===== config.mk =====
export PLATFORM = sky130hd
export DESIGN_NAME = fast_square_sweep_sequencer_flat
export DESIGN_NICKNAME = d
export VERILOG_FILES = /design/src/rtl/fast_square_sweep_sequencer_if.sv /design/src/rtl/fast_square_sweep_sequencer.sv /design/src/flat_wrapper.sv
export SDC_FILE = /design/constraint.sdc
export NUM_CORES = 1
export LEC_CHECK = 0
export ABC_AREA = 1
export CORE_UTILIZATION = 30
export DETAILED_ROUTE_END_ITERATION = 7
export DONT_BUFFER_PORTS = 1
export REMOVE_ABC_BUFFERS = 1
export SLEW_MARGIN = 20
export SYNTH_ARGS = -nofsm -noshare
export SYNTH_HDL_FRONTEND = slang
export SYNTH_SLANG_ARGS = --single-unit

===== constraint.sdc =====
create_clock -name clock -period 1.44 [get_ports clock]
set_input_delay 0.288 -clock clock [delete_from_list [all_inputs] [get_ports clock]]
set_output_delay 0.288 -clock clock [all_outputs]
set_load 0.005 [all_outputs]

===== src/rtl/fast_square_sweep_sequencer_if.sv =====
// Control/status bundle between the sweep sequencer and the RX top level.
// master = sequencer side, slave = daughterboard/datapath side.
interface fast_square_sweep_sequencer_if #(
    parameter int STEP_W = 5
);
    logic              enable;
    logic              sync_in;
    logic              lock_in;
    logic              clear_status;
    logic              freq_step_out;
    logic              rx_reset;
    logic              rx_next;
    logic              rx_record;
    logic [STEP_W-1:0] step_index;
    logic [15:0]       sweep_count;
    logic              busy;
    logic              lock_timeout;

    modport master (
        input  enable, sync_in, lock_in, clear_status,
        output freq_step_out, rx_reset, rx_next, rx_record,
               step_index, sweep_count, busy, lock_timeout
    );

    modport slave (
        output enable, sync_in, lock_in, clear_status,
        input  freq_step_out, rx_reset, rx_next, rx_record,
               step_index, sweep_count, busy, lock_timeout
    );
endinterface


===== src/rtl/fast_square_sweep_sequencer.sv =====
// Stepped-frequency sweep sequencer for the fast-square RX datapath.
// Define SWEEP_LOCK_TIMEOUT_EN to bound the lock wait and enable the sticky lock_timeout flag.
module fast_square_sweep_sequencer #(
    parameter int NUM_FREQ_STEPS   = 32,
    parameter int STEP_W           = 5,
    parameter int SETTLE_TICKS     = 1000,
    parameter int RECORD_TICKS     = 35000,
    parameter int STEP_PULSE_TICKS = 4,
    parameter int TIMEOUT_TICKS    = 4096,
    parameter int CNT_W            = 16
) (
    input  logic clock,
    input  logic reset,
    fast_square_sweep_sequencer_if.master bus
);

    typedef enum logic [2:0] {
        IDLE, RST, WAIT_LOCK, SETTLE, RECORD, NEXT, STEP
    } state_t;

    localparam logic [CNT_W-1:0]  SETTLE_LOAD = CNT_W'(SETTLE_TICKS - 1);
    localparam logic [CNT_W-1:0]  RECORD_LOAD = CNT_W'(RECORD_TICKS - 1);
    localparam logic [CNT_W-1:0]  PULSE_LOAD  = CNT_W'(STEP_PULSE_TICKS - 1);
    // The lock-wait load is harmless when the timeout is compiled out: WAIT_LOCK ignores the counter then.
    localparam logic [CNT_W-1:0]  WAIT_LOAD   = CNT_W'(TIMEOUT_TICKS - 1);
    localparam logic [STEP_W-1:0] LAST_STEP   = STEP_W'(NUM_FREQ_STEPS - 1);

    state_t             state_q, state_d;
    logic [CNT_W-1:0]   cnt_q, cnt_d;
    logic [STEP_W-1:0]  step_q, step_d;
    logic [15:0]        sweep_q, sweep_d;
    logic               to_q, to_set;
    logic [1:0]         lock_sync_q;
    logic [2:0]         sync_sync_q;
    logic               lock_s, restart;
    logic               freq_q, rx_reset_q, rx_next_q, rx_record_q, busy_q;

    assign lock_s  = lock_sync_q[1];
    assign restart = sync_sync_q[1] & ~sync_sync_q[2];

    always_comb begin
        state_d = state_q;
        cnt_d   = cnt_q;
        step_d  = step_q;
        sweep_d = sweep_q;
        to_set  = 1'b0;
        if (!bus.enable) begin
            state_d = IDLE;
            cnt_d   = '0;
            step_d  = '0;
        end else if (restart && state_q != IDLE) begin
            state_d = RST;
        end else begin
            case (state_q)
                IDLE: state_d = RST;
                RST: begin
                    state_d = WAIT_LOCK;
                    cnt_d   = WAIT_LOAD;
                end
                WAIT_LOCK: begin
                    if (lock_s) begin
                        state_d = SETTLE;
                        cnt_d   = SETTLE_LOAD;
                    end
`ifdef SWEEP_LOCK_TIMEOUT_EN
                    else if (cnt_q == '0) begin
                        to_set  = 1'b1;
                        state_d = SETTLE;
                        cnt_d   = SETTLE_LOAD;
                    end else begin
                        cnt_d = cnt_q - CNT_W'(1);
                    end
`endif
                end
                SETTLE: begin
                    if (cnt_q == '0) begin
                        state_d = RECORD;
                        cnt_d   = RECORD_LOAD;
                    end else begin
                        cnt_d = cnt_q - CNT_W'(1);
                    end
                end
                RECORD: begin
                    if (cnt_q == '0) state_d = NEXT;
                    else             cnt_d   = cnt_q - CNT_W'(1);
                end
                NEXT: begin
                    if (step_q == LAST_STEP) begin
                        step_d  = '0;
                        sweep_d = sweep_q + 16'd1;
                    end else begin
                        step_d = step_q + STEP_W'(1);
                    end
                    cnt_d   = PULSE_LOAD;
                    state_d = STEP;
                end
                STEP: begin
                    if (cnt_q == '0) begin
                        state_d = WAIT_LOCK;
                        cnt_d   = WAIT_LOAD;
                    end else begin
                        cnt_d = cnt_q - CNT_W'(1);
                    end
                end
                default: state_d = IDLE;
            endcase
        end
        if (state_d == RST) step_d = '0;
    end

    // Outputs are registered from the next state so they line up with the state they describe.
    always_ff @(posedge clock or posedge reset) begin
        if (reset) begin
            state_q     <= IDLE;
            cnt_q       <= '0;
            step_q      <= '0;
            sweep_q     <= '0;
            to_q        <= 1'b0;
            lock_sync_q <= '0;
            sync_sync_q <= '0;
            freq_q      <= 1'b0;
            rx_reset_q  <= 1'b0;
            rx_next_q   <= 1'b0;
            rx_record_q <= 1'b0;
            busy_q      <= 1'b0;
        end else begin
            lock_sync_q <= {lock_sync_q[0], bus.lock_in};
            sync_sync_q <= {sync_sync_q[1:0], bus.sync_in};
            state_q     <= state_d;
            cnt_q       <= cnt_d;
            step_q      <= step_d;
            sweep_q     <= sweep_d;
            to_q        <= to_set | (to_q & ~bus.clear_status);
            freq_q      <= (state_d == NEXT) || (state_d == STEP);
            rx_reset_q  <= (state_d == RST);
            rx_next_q   <= (state_d == NEXT);
            rx_record_q <= (state_d == RECORD);
            busy_q      <= (state_d != IDLE);
        end
    end

    assign bus.freq_step_out = freq_q;
    assign bus.rx_reset      = rx_reset_q;
    assign bus.rx_next       = rx_next_q;
    assign bus.rx_record     = rx_record_q;
    assign bus.step_index    = step_q;
    assign bus.sweep_count   = sweep_q;
    assign bus.busy          = busy_q;
    assign bus.lock_timeout  = to_q;

endmodule


===== src/flat_wrapper.sv =====
// flat-port wrapper written by rule: the top's interface ports become plain ports
module fast_square_sweep_sequencer_flat 
#(
    parameter int NUM_FREQ_STEPS   = 32,
    parameter int STEP_W           = 5,
    parameter int SETTLE_TICKS     = 1000,
    parameter int RECORD_TICKS     = 35000,
    parameter int STEP_PULSE_TICKS = 4,
    parameter int TIMEOUT_TICKS    = 4096,
    parameter int CNT_W            = 16
)
  (clock, reset, bus_enable, bus_sync_in, bus_lock_in, bus_clear_status, bus_freq_step_out, bus_rx_reset, bus_rx_next, bus_rx_record, bus_step_index, bus_sweep_count, bus_busy, bus_lock_timeout);
  fast_square_sweep_sequencer_if #(.STEP_W(STEP_W)) bus_i ();
  input  logic clock;
  input  logic reset;
  input wire logic [$bits(bus_i.enable)-1:0] bus_enable;
  input wire logic [$bits(bus_i.sync_in)-1:0] bus_sync_in;
  input wire logic [$bits(bus_i.lock_in)-1:0] bus_lock_in;
  input wire logic [$bits(bus_i.clear_status)-1:0] bus_clear_status;
  output wire logic [$bits(bus_i.freq_step_out)-1:0] bus_freq_step_out;
  output wire logic [$bits(bus_i.rx_reset)-1:0] bus_rx_reset;
  output wire logic [$bits(bus_i.rx_next)-1:0] bus_rx_next;
  output wire logic [$bits(bus_i.rx_record)-1:0] bus_rx_record;
  output wire logic [$bits(bus_i.step_index)-1:0] bus_step_index;
  output wire logic [$bits(bus_i.sweep_count)-1:0] bus_sweep_count;
  output wire logic [$bits(bus_i.busy)-1:0] bus_busy;
  output wire logic [$bits(bus_i.lock_timeout)-1:0] bus_lock_timeout;
  assign bus_i.enable = bus_enable;
  assign bus_i.sync_in = bus_sync_in;
  assign bus_i.lock_in = bus_lock_in;
  assign bus_i.clear_status = bus_clear_status;
  assign bus_freq_step_out = bus_i.freq_step_out;
  assign bus_rx_reset = bus_i.rx_reset;
  assign bus_rx_next = bus_i.rx_next;
  assign bus_rx_record = bus_i.rx_record;
  assign bus_step_index = bus_i.step_index;
  assign bus_sweep_count = bus_i.sweep_count;
  assign bus_busy = bus_i.busy;
  assign bus_lock_timeout = bus_i.lock_timeout;
  fast_square_sweep_sequencer #(.NUM_FREQ_STEPS(NUM_FREQ_STEPS), .STEP_W(STEP_W), .SETTLE_TICKS(SETTLE_TICKS), .RECORD_TICKS(RECORD_TICKS), .STEP_PULSE_TICKS(STEP_PULSE_TICKS), .TIMEOUT_TICKS(TIMEOUT_TICKS), .CNT_W(CNT_W)) u_core (.clock(clock), .reset(reset), .bus(bus_i));
endmodule

==> results of run 1 <==
==> cell families (layout without fill, tap and decap cells) <==
| kind of cell | Yosys count | count (layout) | share of synthesized area, % |
|---|---|---|---|
| DFF | 51 | 51 | 42.98 |
| adders and majority gates | 4 | 4 | 1.686 |
| and+or+nand+nor | 214 | 215 | 34.85 |
| AOI/OAI and AO/OA | 29 | 29 | 5.648 |
| buffers and inverters | 61 | 191 | 8.344 |
| xor gates and xnor gates | 22 | 22 | 6.490 |
==> metrics by stage <==
step / hold WS (ps) / total power, W
2_1_floorplan: 319.4 / 0.002303
3_3_place_gp: 170.3 / 0.002799
3_5_place_dp: 183.8 / 0.002831
4_1_cts: 29.99 / 0.004311
5_1_grt: 35.88 / 0.004856
6_report: 31.74 / 0.004665
==> power groups by stage <==
stage          logic (W)  clock network [W]  registers (W)
2_1_floorplan   0.000680                  0        0.00162
3_3_place_gp     0.00119                  0        0.00161
3_5_place_dp     0.00121                  0        0.00162
4_1_cts          0.00167            0.00105        0.00159
5_1_grt          0.00214            0.00110        0.00161
6_report         0.00202            0.00104        0.00160
==> path summary, 6_finish.rpt <==
path / startpoint / end / slack, ps / cells past startpoint
setup / recovery: u_core.cnt_q[1]$_DFFE_PP0P_ / u_core.cnt_q[9]$_DFFE_PP0P_ / -350 / 14
hold / removal: bus_clear_status / u_core.bus.lock_timeout$_DFF_PP0_ / 30 / 1
setup reg to reg: u_core.cnt_q[1]$_DFFE_PP0P_ / u_core.cnt_q[9]$_DFFE_PP0P_ / -350 / 14
hold reg to reg: u_core.sync_sync_q[0]$_DFF_PP0_ / u_core.sync_sync_q[1]$_DFF_PP0_ / 360 / 0
max in group asynchronous: reset / u_core.cnt_q[10]$_DFFE_PP0P_ / 490 / 3
min in group asynchronous: reset / u_core.bus.lock_timeout$_DFF_PP0_ / 410 / 2
==> cell usage in the layout, fill, tap and decap left out, types with 3 or more instances in the layout <==
| cell | instances |
|---|---|
| sky130_fd_sc_hd__nand3_2 | 7 |
| sky130_fd_sc_hd__o21ai_2 | 5 |
| sky130_fd_sc_hd__nor2_2 | 14 |
| sky130_fd_sc_hd__nand2_4 | 11 |
| sky130_fd_sc_hd__nand3_1 | 13 |
| sky130_fd_sc_hd__dfrtp_1 | 49 |
| sky130_fd_sc_hd__inv_4 | 4 |
| sky130_fd_sc_hd__dlygate4sd3_1 | 3 |
| sky130_fd_sc_hd__a21oi_1 | 4 |
| sky130_fd_sc_hd__nand2_1 | 78 |
| sky130_fd_sc_hd__nor3_2 | 6 |
| sky130_fd_sc_hd__xnor2_1 | 4 |
| sky130_fd_sc_hd__clkbuf_8 | 5 |
| sky130_fd_sc_hd__buf_6 | 28 |
| sky130_fd_sc_hd__xor2_1 | 17 |
| sky130_fd_sc_hd__nand4_1 | 6 |
| sky130_fd_sc_hd__o21ai_0 | 5 |
| sky130_fd_sc_hd__o21ai_1 | 6 |
| sky130_fd_sc_hd__nand2_2 | 25 |
| sky130_fd_sc_hd__buf_4 | 90 |
| sky130_fd_sc_hd__nor2_1 | 20 |
| sky130_fd_sc_hd__nand3_4 | 5 |
| sky130_fd_sc_hd__inv_1 | 35 |
| sky130_fd_sc_hd__inv_2 | 18 |
| sky130_fd_sc_hd__nor3_1 | 3 |
| sky130_fd_sc_hd__nor2_4 | 16 |
==> flip-flops by register name, summed over array words and instances, names as in the netlist <==
signal,cells
u_core.bus.busy,1
u_core.cnt_q,16
u_core.bus.freq_step_out,1
u_core.bus.lock_timeout,1
u_core.state_q,3
u_core.bus.rx_record,1
u_core.bus.sweep_count,16
u_core.bus.rx_next,1
u_core.bus.rx_reset,1
u_core.lock_sync_q,2
u_core.bus.step_index,5
u_core.sync_sync_q,3
==> layout make-up <==
| type | count | share of cell area, % |
|---|---|---|
| multi-input cells | 270 | 39.65 |
| clock buffers | 5 | 1.439 |
| well taps | 129 | 3.376 |
| flip-flops and latches | 51 | 26.75 |
| inverters | 58 | 5.025 |
| clock inverters | 3 | 0.9160 |
| repair inverters | 1 | 0.3402 |
| repair buffers | 124 | 22.51 |
==> layer usage <==
metal | vias to the layer above | GRT usage [%] | wire (µm) | share of wire (%)
met5 | - | 0 | 0 | 0
met1 | 1467 | 21.23 | 3815 | 40
met3 | 27 | 3.658 | 465 | 4.8
met2 | 89 | 33.12 | 5066 | 52
met4 | 0 | 8.473 | 306 | 3.2
li1 | 1449 | - | - | -
==> what timing repair did <==
action,CTS,global route
pin swaps,46,31
hold buffers,3,0
endpoints found under the setup margin,45,45
buffers inserted,30,18
hold endpoints to repair,17,0
cloned,1,1
gates resized for setup,108,64
==> impl_results.rst, run 1 <==
.. list-table::
   :header-rows: 1

   * - Metric
     - Value
   * - CP Buf/Inv Count
     - 4
   * - # diodes
     - 0
   * - Global route overflow
     - 0
   * - Clock network power share
     - 22.4%
   * - Final Cycle Share
     - 124.2%
   * - Syn_area_per_cell
     - 7.793 µm²
   * - Cells taking the most area after synthesis
     - sky130_fd_sc_hd__dfrtp_1, sky130_fd_sc_hd__nand2_1, sky130_fd_sc_hd__inv_1
   * - Power Dens Cells
     - 975.8 mW/mm²
   * - Violated checks
     - negative setup slack
   * - Die width
     - 101.5 µm
   * - Number of top-level design ports
     - 33
   * - Placed standard-cell area
     - 0.003706 mm²
   * - Clock latency on the worst-skew pair
     - 320 ps
   * - Final count of hold timing violations
     - 0
   * - Via Count
     - 3,032
   * - Worst slack, placed
     - -463.5 ps
   * - Number of vias per cell
     - 4.730
   * - Number of input and output port buffers inserted
     - 0
   * - Most used cell, CP
     - sky130_fd_sc_hd__nand2_1
   * - Number of CTS-inserted buffers
     - 5
   * - DRT Wirelength
     - 9654 µm
   * - Crit path arrival time
     - 2020 ps
   * - Dpl cells
     - 586
   * - Max stage delay cell, worst path
     - sky130_fd_sc_hd__dfrtp_1
   * - Sinks on Clock Net
     - 51
   * - Count of max-cap constraint violations
     - 0
   * - Net Sw Frac
     - 36.15%
   * - Max VDD drop
     - 0.5846 mV
   * - Sequential cell fraction of total power
     - 34.3%
   * - Post-DR wirelength/cell
     - 15.06 µm
   * - H-Tree Depth
     - 2
   * - Least setup slack across all paths after layout
     - -348.5 ps
   * - Final non-filler cell total
     - 641
   * - Area taken by flip-flops and latches
     - 0.001279 mm²
   * - Number of enable flip-flop cells after synthesis
     - 0
   * - Async SR Flop Fraction
     - 100.0%
   * - FMAX
     - 559.1 MHz
   * - Register clock-pin slew on the reported worst setup and hold paths
     - 110 ps
   * - Number of detailed-route iterations in the first pass
     - 4
   * - HPWL after detailed placement
     - 5613 µm
   * - Flip-flop cell with the highest count after synthesis
     - sky130_fd_sc_hd__dfrtp_1
   * - Worst slew margin
     - 74.60%
   * - CTS tree
     - done
   * - Layout cells sized above 1
     - 51.56%
   * - Area added between synthesis and finish
     - 61.02%
   * - Last weighted congestion value of the routability-driven placer
     - 0.9013
   * - Setup repair after global routing missed its margin
     - true
   * - Vias in the first global route
     - 3,093
   * - Switching power total
     - 0.001686 W
   * - Overall track demand over capacity in global routing
     - 18.48%
   * - Largest driver fanout on the critical path
     - 4
   * - Largest net degree at the start of global routing
     - 25
   * - Starting DRT DRC Count
     - 126
   * - Final cell area excluding filler cells
     - 0.004781 mm²
   * - Maximum number of buffers from clock root to sink
     - 2
   * - Netlist area before placement
     - 0.002969 mm²
   * - Filler Cells Inserted
     - 821
   * - Skew final
     - 18.52 ps
   * - Total core area
     - 0.009415 mm²
   * - Internal Power
     - 0.002979 W
   * - Count of distinct cell types in the synthesized netlist
     - 38
   * - Die area
     - 0.01030 mm²
   * - Comb pwr share
     - 43.3%
   * - Static leakage
     - 2.412 nW
   * - Sequential share of the synthesized area
     - 42.98%
   * - Synth warn
     - 0
   * - Result of the run
     - finished with violations
   * - Antenna violations before repair
     - 0
   * - Post-synthesis instance total
     - 381
   * - Area leader, netlist
     - sky130_fd_sc_hd__dfrtp_1
   * - Class of the most critical setup path
     - register to register
   * - Initial cell density of the core
     - 31.53%
   * - Remaining design rule violation count
     - 0
   * - Die Y
     - 101.5 µm
   * - Area share of the largest cell type after synthesis
     - 42.98%
   * - Clock root cell
     - sky130_fd_sc_hd__clkbuf_8
   * - Sum Neg Setup Slack
     - -11,290 ps
   * - Global-route wire length before repair
     - 14,780 µm
   * - Period minus WS final
     - 1789 ps
   * - Number of storage elements in the synthesis netlist
     - 51
   * - Multi-input gate area
     - 0.001896 mm²
   * - Nature of the critical path startpoint
     - register
   * - Most used standard cell by instance count after synthesis
     - sky130_fd_sc_hd__nand2_1
   * - Nets@finish
     - 521
   * - Worst path max stage delay
     - 400 ps
   * - Post-DRT Antenna Nets
     - 0
   * - Min-delay worst type
     - input port to register
   * - Most instantiated cells after synthesis
     - sky130_fd_sc_hd__nand2_1, sky130_fd_sc_hd__dfrtp_1, sky130_fd_sc_hd__inv_1, sky130_fd_sc_hd__nor2_1, sky130_fd_sc_hd__nand3_1
   * - Final Setup Violations
     - 45
   * - Pins Over Slew Limit
     - 0
   * - Family with the most delay on the worst path
     - simple AND/OR/NAND/NOR gates
   * - Slew of the pin with the lowest slew margin
     - 380.4 ps
   * - Total number of placement rows
     - 35
   * - Data required, critical path
     - 1670 ps
   * - Utilization after layout
     - 50.78%
   * - Capturing element type of the critical path
     - register
   * - Cell Chain, Critical Path
     - inv_2 -> ha_4 -> nand2_4 -> buf_6 -> nor2_4 -> nand3_4 -> nor2_4 -> inv_2 -> nand2_4 -> inv_2 -> nand2_1 -> nand2_1 -> nand2_1 -> nand2_1
No activity file was read; power rests on OpenSTA's default activity.
==> run 2: changes to the inputs <==
==> constraint.sdc (replaced) <==
create_clock -name clock -period 2 [get_ports clock]
set_input_delay 0.4 -clock clock [delete_from_list [all_inputs] [get_ports clock]]
set_output_delay 0.4 -clock clock [all_outputs]
set_load 0.005 [all_outputs]
==> run 2 against run 1 <==
Net effect: count of clock-buffer cells in the layout grew 2; via count shrank 21%; worst hold slack lost 21 ps; total power shrank 48%; combinational power shrank 69%; sequential power shrank 27%; the flow now finishes without violations; clock skew shrank 6.6 ps; wire length shrank 37%; sequential share of layout area grew 13 points; die area is the same; clock power shrank 40%; highest routed layer unchanged.
==> impl_results.rst, run 2 (synthesized netlist as in run 1, its figures left out) <==
.. list-table::
   :header-rows: 1

   * - Metric
     - Value
   * - Result of the run
     - complete, no violations
   * - Post-DR wirelength/cell
     - 11.75 µm
   * - Final total power
     - 0.002415 W
   * - Largest net degree at the start of global routing
     - 52
   * - Most common cell after layout, fill and taps aside
     - sky130_fd_sc_hd__nand2_1
   * - Max VDD drop
     - 0.3660 mV
   * - Via Count
     - 2,410
   * - DRT Wirelength
     - 6088 µm
   * - Worst R2R Setup Slack
     - 160 ps
   * - Utilization after layout
     - 34.50%
   * - H-Tree Depth
     - 2
   * - Number of hold buffers added after cts
     - 0
   * - Power Dens Cells
     - 743.4 mW/mm²
   * - Total core area
     - 0.009415 mm²
   * - Sum Neg Setup Slack
     - 0 ps
   * - Switching power total
     - 0.0008208 W
   * - Data required, critical path
     - 2190 ps
   * - Area taken by flip-flops and latches
     - 0.001276 mm²
   * - End of the worst register-to-register path
     - u_core.cnt_q[13]$_DFFE_PP0P_
   * - Antenna violations before repair
     - 0
   * - Number of CTS-inserted buffers
     - 5
   * - Last weighted congestion value of the routability-driven placer
     - 0.9414
   * - Number of top-level design ports
     - 33
   * - Final Cycle Share
     - 91.76%
   * - HPWL after detailed placement
     - 4586 µm
   * - Final Setup Violations
     - 0
   * - Remaining design rule violation count
     - 0
   * - Filler Cells Inserted
     - 998
   * - Maximum number of buffers from clock root to sink
     - 2
   * - Register clock-pin slew on the reported worst setup and hold paths
     - 100 ps
   * - Nature of the critical path startpoint
     - register
   * - Count of buffers added by post-CTS timing repair for setup
     - 0
   * - Clock latency on the worst-skew pair
     - 310 ps
   * - Initial cell density of the core
     - 31.53%
   * - Pins Over Slew Limit
     - 0
   * - Final count of hold timing violations
     - 0
   * - Global route overflow
     - 0
   * - Net Sw Frac
     - 33.99%
   * - Comb pwr share
     - 25.7%
   * - Worst slew margin
     - 75.81%
   * - Global routing met2 resource utilization
     - 22.14%
   * - Worst path max stage delay
     - 400 ps
   * - Clock root cell
     - sky130_fd_sc_hd__clkbuf_8
   * - Largest driver fanout on the critical path
     - 4
   * - Global Route met3 Usage
     - 3.451%
   * - Static leakage
     - 1.686 nW
   * - Most used cell, CP
     - sky130_fd_sc_hd__nand2_2
   * - Post-DRT Antenna Nets
     - 0
   * - Path depth of the worst reg2reg path
     - 9
   * - Crit Reg-Reg Startpoint
     - u_core.cnt_q[0]$_DFFE_PP0P_
   * - Max stage delay cell, worst path
     - sky130_fd_sc_hd__dfrtp_1
   * - Crit path arrival time
     - 2020 ps
   * - CTS tree
     - done
   * - Slew of the pin with the lowest slew margin
     - 359.6 ps
   * - Die Y
     - 101.5 µm
   * - Number of detailed-route iterations in the first pass
     - 4
   * - Nets@finish
     - 398
   * - Clock network power share
     - 25.9%
   * - Sinks on Clock Net
     - 51
   * - Busiest layer in global routing
     - met2
   * - Capturing element type of the critical path
     - register
   * - Cell Chain, Critical Path
     - inv_1 -> ha_1 -> nand2_2 -> nor2_2 -> nand2_1 -> nand2_2 -> nand3_1 -> a21oi_2 -> nor2_1
   * - Final cell area excluding filler cells
     - 0.003248 mm²
   * - Number of vias per cell
     - 4.653
   * - Die width
     - 101.5 µm
   * - Min-delay worst type
     - input port to asynchronous set/reset pin
   * - Most frequent cells in the layout
     - sky130_fd_sc_hd__nand2_1, sky130_fd_sc_hd__dfrtp_1, sky130_fd_sc_hd__inv_1, sky130_fd_sc_hd__nor2_1, sky130_fd_sc_hd__nand3_1
   * - # diodes
     - 0
   * - Multi-input gate area
     - 0.001460 mm²
   * - Starting DRT DRC Count
     - 87
   * - Overall track demand over capacity in global routing
     - 13.28%
   * - Count of max-cap constraint violations
     - 0
   * - Global routing usage on met1
     - 16.31%
   * - Setup repair after global routing missed its margin
     - false
   * - Sequential cell fraction of total power
     - 48.4%
   * - Skew final
     - 11.95 ps
   * - Class of the most critical setup path
     - register to register
   * - Vias in the first global route
     - 2,382
   * - Global-route wire length before repair
     - 10,820 µm
   * - Area added between synthesis and finish
     - 9.398%
   * - Die area
     - 0.01030 mm²
   * - Period minus WS final
     - 1835 ps
   * - Number of input and output port buffers inserted
     - 0
   * - Layout cells sized above 1
     - 14.40%
   * - Total number of placement rows
     - 35
   * - Placed standard-cell area
     - 0.003136 mm²
   * - FMAX
     - 544.9 MHz
   * - Internal Power
     - 0.001594 W
   * - Worst Hold Margin
     - 10.57 ps
-- run 2: cell types whose count changed in the layout (fill, tap and decap cells not counted), moves of 8 or more --
cell	delta
sky130_fd_sc_hd__buf_4	-88
sky130_fd_sc_hd__buf_6	-28
sky130_fd_sc_hd__inv_1	+15
sky130_fd_sc_hd__inv_2	-11
sky130_fd_sc_hd__nand2_1	+25
sky130_fd_sc_hd__nand2_2	-16
sky130_fd_sc_hd__nand2_4	-8
sky130_fd_sc_hd__nand3_1	+10
sky130_fd_sc_hd__nor2_1	+17
sky130_fd_sc_hd__nor2_4	-12
-- run 2: per-stage QoR --
step	instances	setup slack, ps
after floorplan	378	329.1
after CTS	518	168.9
after global placement	510	53.61
after global routing	518	11.52
after detailed placement	510	-20.83
final	518	164.7
-- run 2: critical path, delay by kind of cell (launching register included) --
| kind | cells | cell delay, ps |
|---|---|---|
| AOI/OAI and AO/OA | 1 | 250 |
| adders and majority gates | 1 | 210 |
| buffers and inverters | 1 | 120 |
| DFF | 1 | 400 |
| and+or+nand+nor | 6 | 760 |
-- run 2: metal layers --
| metal | vias up | routed length (µm) |
|---|---|---|
| li1 | 1206 | - |
| met1 | 1146 | 2872 |
| met2 | 46 | 2866 |
| met3 | 12 | 215 |
| met4 | 0 | 134 |
| met5 | - | 0 |
-- run 2: worst max-delay path by stage --
stage | start | to | slack (ps) | cells past startpoint
floorplan | u_core.cnt_q[0]$_DFFE_PP0P_ | u_core.cnt_q[2]$_DFFE_PP0P_ | 330 | 9
global placement | u_core.cnt_q[0]$_DFFE_PP0P_ | u_core.cnt_q[2]$_DFFE_PP0P_ | 50 | 9
detailed placement | u_core.cnt_q[0]$_DFFE_PP0P_ | u_core.cnt_q[2]$_DFFE_PP0P_ | -20 | 9
CTS | u_core.cnt_q[0]$_DFFE_PP0P_ | u_core.cnt_q[13]$_DFFE_PP0P_ | 170 | 10
global route | u_core.cnt_q[0]$_DFFE_PP0P_ | u_core.bus.step_index[4]$_DFFE_PP0P_ | 10 | 11
finish | u_core.cnt_q[0]$_DFFE_PP0P_ | u_core.cnt_q[13]$_DFFE_PP0P_ | 160 | 9
-- run 2: what timing repair did --
action,4_1_cts,5_1_grt
endpoints found under the setup margin,2,12
endpoints found under the hold margin,0,0
resized for setup,1,4
-- run 2: cell type report --
type,count,area share [%]
clock buffer,7,2.658
tap,129,4.969
timing repair buffer,3,1.079
inverter,58,6.780
sequential,51,39.29
clock inverter,1,0.2696
multi-input combinational,269,44.95
-- run 2: power by group through the flow --
stage          sequential (W)  clock (W)  combinational (W)
2_1_floorplan         0.00117          0           0.000490
3_3_place_gp          0.00119          0           0.000604
3_5_place_dp          0.00119          0           0.000610
4_1_cts               0.00117   0.000659           0.000614
5_1_grt               0.00118   0.000696           0.000713
6_report              0.00117   0.000626           0.000620
==> run 3: changes to the inputs <==
--- a/config.mk
+++ b/config.mk
@@ -9,7 +9,9 @@
 export CORE_UTILIZATION = 30
 export DETAILED_ROUTE_END_ITERATION = 7
 export DONT_BUFFER_PORTS = 1
+export GPL_ROUTABILITY_DRIVEN = 0
 export REMOVE_ABC_BUFFERS = 1
+export SKIP_LAST_GASP = 1
 export SLEW_MARGIN = 20
 export SYNTH_ARGS = -nofsm -noshare
 export SYNTH_HDL_FRONTEND = slang
==> constraint.sdc (replaced) <==
create_clock -name clock -period 1.6 [get_ports clock]
set_input_delay 0.32 -clock clock [delete_from_list [all_inputs] [get_ports clock]]
set_output_delay 0.32 -clock clock [all_outputs]
set_load 0.005 [all_outputs]
==> run 3 against run 2 <==
Net effect: the run now ends with negative setup slack left; worst hold slack improved by 24 ps; maximum frequency increased by 9.8%; count of clock-buffer cells in the layout decreased by 1; register-to-register slack got worse by 240 ps; combinational power increased by 120%; largest cell class unchanged.
==> impl_results.rst, run 3 (synthesized netlist as in run 1, its figures left out) <==
.. list-table::
   :header-rows: 1

   * - Metric
     - Value
   * - Result of the run
     - finished with violations
   * - Violated checks
     - negative setup slack
   * - # diodes
     - 0
   * - HPWL after detailed placement
     - 5107 µm
   * - Least setup slack across all paths after layout
     - -71.49 ps
   * - Worst slew margin
     - 75.07%
   * - Data required, critical path
     - 1800 ps
   * - Setup repair after global routing missed its margin
     - true
   * - Max stage delay cell, worst path
     - sky130_fd_sc_hd__dfrtp_2
   * - H-Tree Depth
     - 2
   * - Die area
     - 0.01030 mm²
   * - Final cell area excluding filler cells
     - 0.004219 mm²
   * - Number of detailed-route iterations in the first pass
     - 4
   * - Cell Chain, Critical Path
     - inv_2 -> nand2_2 -> nor2_4 -> nand2_2 -> nor2_4 -> nand2_8 -> nor3_4 -> nand2_1 -> xor2_1
   * - CTS tree
     - done
   * - Number of CTS-inserted buffers
     - 5
   * - Layout cells sized above 1
     - 43.29%
   * - Capturing element type of the critical path
     - register
   * - Overall track demand over capacity in global routing
     - 14.36%
   * - Number of vias per cell
     - 4.530
   * - Slew of the pin with the lowest slew margin
     - 373.4 ps
   * - FMAX
     - 598.3 MHz
   * - Antenna violations before repair
     - 0
   * - Post-DR wirelength/cell
     - 12.65 µm
   * - Nets@finish
     - 471
   * - Clock root cell
     - sky130_fd_sc_hd__clkbuf_8
   * - Min-delay worst type
     - input port to register
   * - Sinks on Clock Net
     - 51
   * - Global route overflow
     - 0
   * - Power Dens Cells
     - 893.3 mW/mm²
   * - Class of the most critical setup path
     - register to register
   * - Static leakage
     - 2.093 nW
   * - Placed standard-cell area
     - 0.003523 mm²
   * - Starting DRT DRC Count
     - 99
   * - Final Cycle Share
     - 104.5%
   * - Worst path max stage delay
     - 470 ps
   * - Largest driver fanout on the critical path
     - 5
   * - Number of top-level design ports
     - 33
   * - Die width
     - 101.5 µm
   * - Number of input and output port buffers inserted
     - 0
   * - Final Setup Violations
     - 23
   * - Worst slack, placed
     - -65.43 ps
   * - Area added between synthesis and finish
     - 42.10%
   * - Most frequent cells in the layout
     - sky130_fd_sc_hd__nand2_1, sky130_fd_sc_hd__buf_4, sky130_fd_sc_hd__dfrtp_1, sky130_fd_sc_hd__inv_1, sky130_fd_sc_hd__nand2_2
   * - Maximum number of buffers from clock root to sink
     - 2
   * - Count of max-cap constraint violations
     - 0
   * - Clock latency on the worst-skew pair
     - 310 ps
   * - Largest net degree at the start of global routing
     - 37
   * - Remaining design rule violation count
     - 0
   * - Most common cell after layout, fill and taps aside
     - sky130_fd_sc_hd__nand2_1
   * - Period minus WS final
     - 1671 ps
   * - Crit path arrival time
     - 1870 ps
   * - Nature of the critical path startpoint
     - register
   * - Final count of hold timing violations
     - 0
   * - Die Y
     - 101.5 µm
   * - Pins Over Slew Limit
     - 0
   * - Global-route wire length before repair
     - 11,540 µm
   * - Via Count
     - 2,677
   * - Total number of placement rows
     - 35
   * - DRT Wirelength
     - 7477 µm
   * - Filler Cells Inserted
     - 892
   * - Max VDD drop
     - 0.4700 mV
   * - Vias in the first global route
     - 2,506
   * - Skew final
     - 7.566 ps
   * - Post-DRT Antenna Nets
     - 0
   * - Register clock-pin slew on the reported worst setup and hold paths
     - 90 ps
   * - Initial cell density of the core
     - 31.53%
   * - Total core area
     - 0.009415 mm²
## run 3: worst paths after layout
kind / from / endpoint / slack [ps] / cells after the start
max reg2reg: u_core.state_q[1]$_DFF_PP0_ / u_core.bus.sweep_count[8]$_DFFE_PP0P_ / -70 / 9
min reg2reg: u_core.lock_sync_q[0]$_DFF_PP0_ / u_core.lock_sync_q[1]$_DFF_PP0_ / 360 / 0
min: bus_lock_in / u_core.lock_sync_q[0]$_DFF_PP0_ / 30 / 0
max in group asynchronous: reset / u_core.bus.step_index[2]$_DFFE_PP0P_ / 650 / 3
min in group asynchronous: reset / u_core.bus.lock_timeout$_DFF_PP0_ / 430 / 2
max: u_core.state_q[1]$_DFF_PP0_ / u_core.bus.sweep_count[8]$_DFFE_PP0P_ / -70 / 9
## run 3: area by class of cell
type                    instances  area (µm²)  share of cell area [%]
inverters                      58       225.2                   5.338
multi-input cells             270        1797                   42.59
repair buffers                 75       636.9                   15.09
clock buffers                   6       82.58                   1.957
flip-flops and latches         51        1281                   30.37
clock inverters                 2       35.03                  0.8304
well taps                     129       161.4                   3.826
## run 3: per-stage QoR
step	instances	hold WS, ps	setup TNS [ps]	power [W]	util, %
after floorplan	378	331.2	-126.1	0.002073	-
after global placement	560	200.9	-659.0	0.002442	37.42
after detailed placement	560	212.4	-706.9	0.002448	37.42
after CTS	576	22.67	-52.45	0.003467	39.88
after global routing	591	19.70	-3855	0.003978	44.81
final	591	34.46	-862.2	0.003769	44.81
## run 3: critical path: cells and delay by family (launching register included)
family / cells / cell delay [ps]
and+or+nand+nor: 7 / 860
DFF: 1 / 470
buffers and inverters: 1 / 80
xor gates and xnor gates: 1 / 150
## run 3: repair_timing
item,in CTS,in global routing
endpoints found under the setup margin,28,40
pin swaps,4,34
buffers inserted,6,15
hold endpoints to repair,15,0
hold buffers,1,0
gates cloned,1,0
resized for setup,16,101
## run 3: where the power goes
group | total [W] | switching [W] | internal, W
combinational | 0.00138 | 0.000782 | 0.000602
sequential | 0.00145 | 0.0000741 | 0.00137
clock | 0.000937 | 0.000430 | 0.000506
## run 3: metal layers
metal	up-vias	share of wire, %	global-route usage, %
li1	1356	-	-
met1	1257	43	18.43
met2	46	50	24.18
met3	18	3.9	3.037
met4	0	2.9	4.571
met5	-	0	0
